===== src/rtl/mem_arbiter.sv =====
// Two-requester arbiter for a four-banked main memory: round-robin word arbitration,
// burst ownership locks, per-bank busy gating and read-return routing.
module mem_arbiter #(
   parameter int RD_LAT   = 2,
   parameter int BANK_LSB = 1
) (
   input  logic        clk,
   input  logic        rst,
   input  logic        req0_rd,
   input  logic        req0_wr,
   input  logic        req0_lock,
   input  logic [15:0] req0_addr,
   input  logic [15:0] req0_wdata,
   input  logic        req1_rd,
   input  logic        req1_wr,
   input  logic        req1_lock,
   input  logic [15:0] req1_addr,
   input  logic [15:0] req1_wdata,
   input  logic [3:0]  mem_busy,
   input  logic [15:0] mem_rdata,
   output logic        mem_rd,
   output logic        mem_wr,
   output logic [15:0] mem_addr,
   output logic [15:0] mem_wdata,
   output logic        gnt0,
   output logic        gnt1,
   output logic        stall0,
   output logic        stall1,
   output logic        rvalid0,
   output logic        rvalid1,
   output logic [15:0] rdata,
   output logic [1:0]  dbg_state,
   output logic        dbg_rr
);

   // Handshake: a requester holds rd/wr (and addr/wdata/lock) while stallX=1; gntX=1 means
   // that beat was issued to memory this cycle and the requester may present its next beat.
   // Read data is pushed with rvalidX and cannot be back-pressured.

   typedef enum logic [1:0] {
      FREE = 2'd0,
      OWN0 = 2'd1,
      OWN1 = 2'd2
   } own_e;

   own_e state_q, state_d;
   logic rr_q, rr_d;
   logic [RD_LAT-1:0] vld_pipe, id_pipe;

   logic        req0, req1;
   logic        cand_valid, cand_id;
   logic [15:0] cand_addr, cand_wdata;
   logic        cand_wr, cand_lock;
   logic [1:0]  cand_bank;
   logic        grant;

   assign req0 = req0_rd | req0_wr;
   assign req1 = req1_rd | req1_wr;

   always_comb begin
      cand_valid = 1'b0;
      cand_id    = 1'b0;
      unique case (state_q)
         FREE: begin
            if (req0 && req1) begin
               cand_valid = 1'b1;
               cand_id    = rr_q;
            end else if (req0 || req1) begin
               cand_valid = 1'b1;
               cand_id    = req1;
            end
         end
         OWN0: cand_valid = req0;
         OWN1: begin
            cand_valid = req1;
            cand_id    = 1'b1;
         end
         default: cand_valid = 1'b0;
      endcase
   end

   assign cand_addr  = cand_id ? req1_addr  : req0_addr;
   assign cand_wdata = cand_id ? req1_wdata : req0_wdata;
   assign cand_wr    = cand_id ? req1_wr    : req0_wr;
   assign cand_lock  = cand_id ? req1_lock  : req0_lock;
   assign cand_bank  = cand_addr[BANK_LSB+1:BANK_LSB];

   // No bypass: a blocked candidate blocks the whole cycle.
   assign grant = cand_valid & ~mem_busy[cand_bank];

   assign gnt0      = grant & ~cand_id;
   assign gnt1      = grant &  cand_id;
   assign mem_wr    = grant &  cand_wr;
   assign mem_rd    = grant & ~cand_wr;
   assign mem_addr  = grant ? cand_addr  : 16'h0000;
   assign mem_wdata = grant ? cand_wdata : 16'h0000;
   assign stall0    = req0 & ~gnt0;
   assign stall1    = req1 & ~gnt1;

   always_comb begin
      state_d = state_q;
      rr_d    = rr_q;
      if (grant) rr_d = ~cand_id;
      unique case (state_q)
         FREE: if (grant && cand_lock) state_d = cand_id ? OWN1 : OWN0;
         OWN0: if (!req0 || (gnt0 && !req0_lock)) state_d = FREE;
         OWN1: if (!req1 || (gnt1 && !req1_lock)) state_d = FREE;
         default: state_d = FREE;
      endcase
   end

   always_ff @(posedge clk or negedge rst) begin
      if (!rst) begin
         state_q <= FREE;
         rr_q    <= 1'b0;
      end else begin
         state_q <= state_d;
         rr_q    <= rr_d;
      end
   end

   // Return pipeline: stage 0 is loaded at issue, stage RD_LAT-1 is the return cycle.
   always_ff @(posedge clk or negedge rst) begin
      if (!rst) begin
         vld_pipe <= '0;
         id_pipe  <= '0;
      end else begin
         vld_pipe[0] <= mem_rd;
         id_pipe[0]  <= gnt1;
         for (int i = 1; i < RD_LAT; i++) begin
            vld_pipe[i] <= vld_pipe[i-1];
            id_pipe[i]  <= id_pipe[i-1];
         end
      end
   end

   assign rvalid0   = vld_pipe[RD_LAT-1] & ~id_pipe[RD_LAT-1];
   assign rvalid1   = vld_pipe[RD_LAT-1] &  id_pipe[RD_LAT-1];
   assign rdata     = mem_rdata;
   assign dbg_state = state_q;
   assign dbg_rr    = rr_q;

endmodule


===== config.mk =====
export PLATFORM = sky130hd
export DESIGN_NAME = mem_arbiter
export DESIGN_NICKNAME = d
export VERILOG_FILES = /design/src/rtl/mem_arbiter.sv
export SDC_FILE = /design/constraint.sdc
export NUM_CORES = 1
export LEC_CHECK = 0
export BUFFER_PORTS_ARGS = -buffer_cell sky130_fd_sc_hd__buf_4
export CAP_MARGIN = 10
export CORE_AREA = 4 4 65 67
export DETAILED_ROUTE_END_ITERATION = 10
export DIE_AREA = 0 0 69 71
export PLACE_DENSITY = 0.89
export SKIP_LAST_GASP = 1
export SYNTH_ARGS = -nofsm -noshare
export SYNTH_HDL_FRONTEND = slang
export SYNTH_SLANG_ARGS = --single-unit
export TNS_END_PERCENT = 50

===== constraint.sdc =====
create_clock -name clk -period 5 [get_ports clk]
set_input_delay 0.25 -clock clk [delete_from_list [all_inputs] [get_ports clk]]
set_output_delay 0.25 -clock clk [all_outputs]
set_load 0.01 [all_outputs]

# --- Yosys cells after proc, flatten, opt, wreduce, memory -nomap -nowiden ---
# Cells that the tools add are included.
word_totals:
  out_inout_bits: 59
  register_bits: 7
  elab_cells: 59
op_classes:
  bitwise_logic: 17
  n_eq_ne: 5
  reduce_logical: 13
  order_cmp: 1
  muxes: 19
op_table:
  columns: ["op", "count"]
  rows:
  - ["2-to-1 mux 16 bit", 4]
  - ["AND 1 bit", 9]
  - ["2-to-1 mux 2 bit", 4]
  - ["2-to-1 mux 1 bit", 7]
  - ["!= test 2 bit, second input constant", 3]
  - ["inverter 1 bit", 6]
  - ["one-hot mux 2 bit (3 select lines)", 1]
  - ["logical AND 1 bit", 4]
  - ["logical NOT 1 bit", 4]
  - ["logical OR 1 bit", 3]
  - ["less-than comparator 2 x 3 -> 1 bit, second input constant", 1]
  - ["one-hot mux 1 bit (3 select lines)", 1]
  - ["AND reduction 3 bit", 1]
  - ["binary-select mux 1 bit (select 2 bit)", 1]
  - ["== test 2 x 1 -> 1 bit, second input constant", 1]
  - ["== test 2 bit, second input constant", 1]
  - ["logical NOT 2 bit", 1]
  - ["OR 1 bit", 2]
  - ["one-hot mux 1 bit (2 select lines)", 1]

# --- Depth between registers and ports, before layout ---
depth:
  depth_word: 15
  depth_mapped: 9
  ltp_nobuf: 6

# --- Least setup slack after synthesis ---
# OpenSTA, ideal clock, no wires.
synth_timing:
  path_kind: "register to output"
  from: "register rr_q (netlist: dbg_rr)"
  to: "output mem_addr[10]"
  stages_incl_launch_ff: 8
  arrival_time_ps: 2072
  n_path_buf: 1
  t_required_ps: 4750
  slack_ps: 2678
  path_cell_list: "dfrtp_1 > o21ba_1 > or3b_4 > and4_2 > a211oi_4 > o21ai_4 > buf_6 > a21oi_1"
synth_via:
  elab_chain_len: 8
synth_rtl:
  columns: ["item", "line", "rtl"]
  rows:
  - ["from (decl)", "47", "logic rr_q, rr_d;"]
  - ["from (signal assigned)", "118", "rr_q <= rr_d;"]
  - ["2-to-1 mux 1 bit (*)", "65", "if (req0 && req1) begin"]
  - ["one-hot mux 1 bit (2 select lines) (*)", "63", "unique case (state_q)"]
  - ["2-to-1 mux 16 bit (*)", "82", "assign cand_addr = cand_id ? req1_addr : req0_addr;"]
  - ["binary-select mux 1 bit (select 2 bit)", "89", "assign grant = cand_valid & ~mem_busy[cand_bank];"]
  - ["2-to-1 mux 1 bit (not written as such)", "89", null]
  - ["inverter 1 bit", "89", null]
  - ["AND 1 bit", "89", null]
  - ["2-to-1 mux 16 bit (*)", "95", "assign mem_addr = grant ? cand_addr : 16'h0000;"]
  - ["to (decl)", "23", "output logic [15:0] mem_addr,"]
# Every way passes the cells marked *; elsewhere a longest branch is shown, timed or not. The select of a mux whose other input is x is not followed.

# --- Worst setup path in the final report ---
layout_timing:
  from: "register state_q[0] (netlist: dbg_state[0])"
  to: "output gnt1"
layout_via:
  elab_chain_len: 8
  elab_cells_between_ends: 11
  cone_classes: "eq/ne: 2; mux: 5; bitwise: 3; reduce/logical: 1"
layout_rtl:
  columns: ["item", "line", "rtl"]
  rows:
  - ["from (decl)", "46", "own_e state_q, state_d;"]
  - ["from (signal assigned)", "117", "state_q <= state_d;"]
  - ["== test 2 bit / logical NOT 2 bit (equally long branches)", "63", null]
  - ["one-hot mux 1 bit (2 select lines)", "63", null]
  - ["2-to-1 mux 16 bit", "82", null]
  - ["binary-select mux 1 bit (select 2 bit)", "89", null]
  - ["2-to-1 mux 1 bit (not written as such)", "89", null]
  - ["inverter 1 bit", "89", null]
  - ["AND 1 bit", "89", null]
  - ["AND 1 bit (*)", "92", "assign gnt1 = grant & cand_id;"]
  - ["to (decl)", "26", "output logic gnt1,"]
# Marked as above.

==> results.cfg <==
[sta]
hold_viol_final = 0
finalMaxSlewViolations = 0
setup_tns_ns = 0
whs_ns = 0.298
rsz0062_at_grt = no
fin_skew_ns = 0.00164
maxSlewHeadroom = 0.339
tightestPinTransition_ns = 0.987
max_freq_ghz = 0.312
min_period_ns = 3.21
fin_crit_sh = 0.641
setup_viol = 0

[yosys]
netlist_area_um2 = 1220
synth.area.top_cells = nand2_1 19%, dfrtp_1 14%, buf_4 9.8%
ys_ff_latch = 7
ys_warn_count = 0
synth-simple-area-share = 0.331
syn_nets = 271
synth_top_area_share = 0.188
yosysUniqueCellTypes = 44
synth_edf_count = 0
synth.most_common_cell = nand2_1
yosysTopAreaCell = nand2_1
synth_compound_area_frac = 0.322
synth_mux_area_frac = 0.0287
synthArstFlopShare = 1.00
synth-xor-area-share = 0
synth_ff_type = dfrtp_1
yosysSeqAreaShare = 0.143
netlist_top_cells_count = 61 x nand2_1, 19 x a21oi_1, 16 x buf_4
synthCells = 179
synth.avg_cell_area_um2 = 6.82
synth_top_family_by_area = simple AND/OR/NAND/NOR gates
synthAdderAreaFrac = 0

[final_layout]
area_delta_synth_final_pct = 65.9
drive_above_1_share = 0.556
post-route-util = 0.558
fin_nets = 368
diodes = 0

[die]
die_width_um = 69
initial_utilization = 0.336
core_area_um2 = 3630
placementRows = 22
die_y_um = 71
ios = 151
die_area_um2 = 4900

[clock_tree]
cts_buffers = 3
cts.sinks = 7
cts_resized = 0
cts_buffer_depth = 2
cts_tree = done
clkSlewWorstSetupHoldPaths_ns = 0.04
htreeDepth = 1
clkLatencyLatePin_ns = 0.22
clockRootBuffer = clkbuf_8

[critical_path]
worstSetupEndpointType = output pin
slowest_delay_ns = 0.78
reg2reg_depth = 6
cpMaxStageDelayCell = o21ai_4
criticalPathCategory = reg2out
critical-path-top-delay-family = compound AO/OA/AOI/OAI gates
path_cells = o21bai_1 -> or3b_4 -> a31o_1 -> and3_4 -> o21ai_4 -> nor2_1 -> buf_4
rr_startpoint = dbg_state[0]
cp.arrival_ns = 2.96
path_max_fanout = 33
cp-start-kind = flip-flop
r2r_setup_slack_ns = 2.29
crit_required_ns = 4.75
reg2reg_to = id_pipe[0]
crit_buf_inv = 1

[pwr]
p_leak_uw = 0.00104
power_uw = 1250
ir_drop_uv = 332
cellPowerDensity_nw_per_um2 = 617

[global_route]
overflow = 0
grt_pass1_vias = 1578
track_usage = 0.168
grt_pass1_wl_mm = 7.06
antenna_found_initial = 0
grt_max_degree = 34

[worst_hold_path]
worstHoldStart = req1_lock
hold_class = in2reg
hold-path-cell-count = 3
min_to = dbg_state[1]

[drt]
routed_wl_mm = 4.26
first_iter_violations = 51
wl_per_cell_um = 13.2
ant_nets = 0
routed_via_density = 4.74
vias = 1532
drt_pass1_iterations = 2
drc_errors = 0

[placed_design]
place.port_buffers = 118
gp_congestion = 0.828
place_hpwl_mm = 3.39

[status]
status = finished clean

[run]
maxCapViolations = 0
[area by class of cell]
| type | instances | area, um2 |
|---|---|---|
| clock buffer | 4 | 45.0 |
| fill | 367 | 1610 |
| timing repair buffer | 120 | 903 |
| multi-input combinational | 142 | 835 |
| tap | 48 | 60.1 |
| inverter | 2 | 7.51 |
| sequential | 7 | 175 |
[placed cells by master (no fill, tap or decap), types with 2 or more instances in the layout]
cell / n
mux2i_1: 2
nor2b_1: 2
or2_2: 2
buf_4: 119
nor2_1: 6
o21ai_0: 2
nand2_1: 61
dfrtp_1: 7
clkbuf_8: 3
and2_2: 2
nand3_1: 3
inv_1: 2
o211ai_1: 3
a21oi_1: 19
a21oi_2: 13
[metal layers]
layer,routed length (um),GRT usage,up-vias
li1,-,-,778
met1,1760,0.194,665
met2,2030,0.291,81
met3,427,0.0668,8
met4,30,0.0412,0
met5,0,0,-
[worst max-delay path by stage]
stage,start,end,slack (ns),cells after the start
floorplan,dbg_rr,mem_addr[10],2.68,7
global placement,dbg_state[0],gnt1,2.10,7
detailed placement,dbg_state[0],gnt1,2.04,7
CTS,dbg_state[0],gnt1,1.77,7
global route,dbg_state[0],gnt1,1.59,7
finish,dbg_state[0],gnt1,1.79,7
[logic make-up after synthesis]
family,after synthesis
simple gates,88
compound gates,51
flops,7
buf+inv,30
mux,3
[repair_timing]
item	4_1_cts	5_1_grt
hold buffers	1	0
setup buffers	0	0
hold endpoints to repair	7	0
[where the power goes]
part | internal (uW) | leakage, uW | total [uW] | switching, uW
Combinational | 487 | 0.000926 | 1060 | 574
Sequential | 82.1 | 0.0000904 | 111 | 29.1
Clock | 55.0 | 0.0000228 | 77.7 | 22.7
[tightest hold or removal path, cell delays in order]
cell and delay, ns:
buf_4 0.09, nor2_1 0.04, o22ai_1 0.09
[state kept, by name, indices dropped and copies added (netlist names)]
| signal | cells |
|---|---|
| dbg_state | 2 |
| id_pipe | 2 |
| vld_pipe | 2 |
| dbg_rr | 1 |
[per-stage QoR]
| stage | instance area, um2 | std cells | worst slack, ns |
|---|---|---|---|
| 3_5_place_dp | 1970 | 318 | 2.04 |
| 6_report | 2030 | 323 | 1.79 |
| 2_1_floorplan | 1220 | 179 | 2.68 |
| 3_3_place_gp | 1970 | 318 | 2.10 |
| 5_1_grt | 2030 | 323 | 1.59 |
| 4_1_cts | 2030 | 323 | 1.77 |
Note: power is estimated with default switching activity, not from simulation.
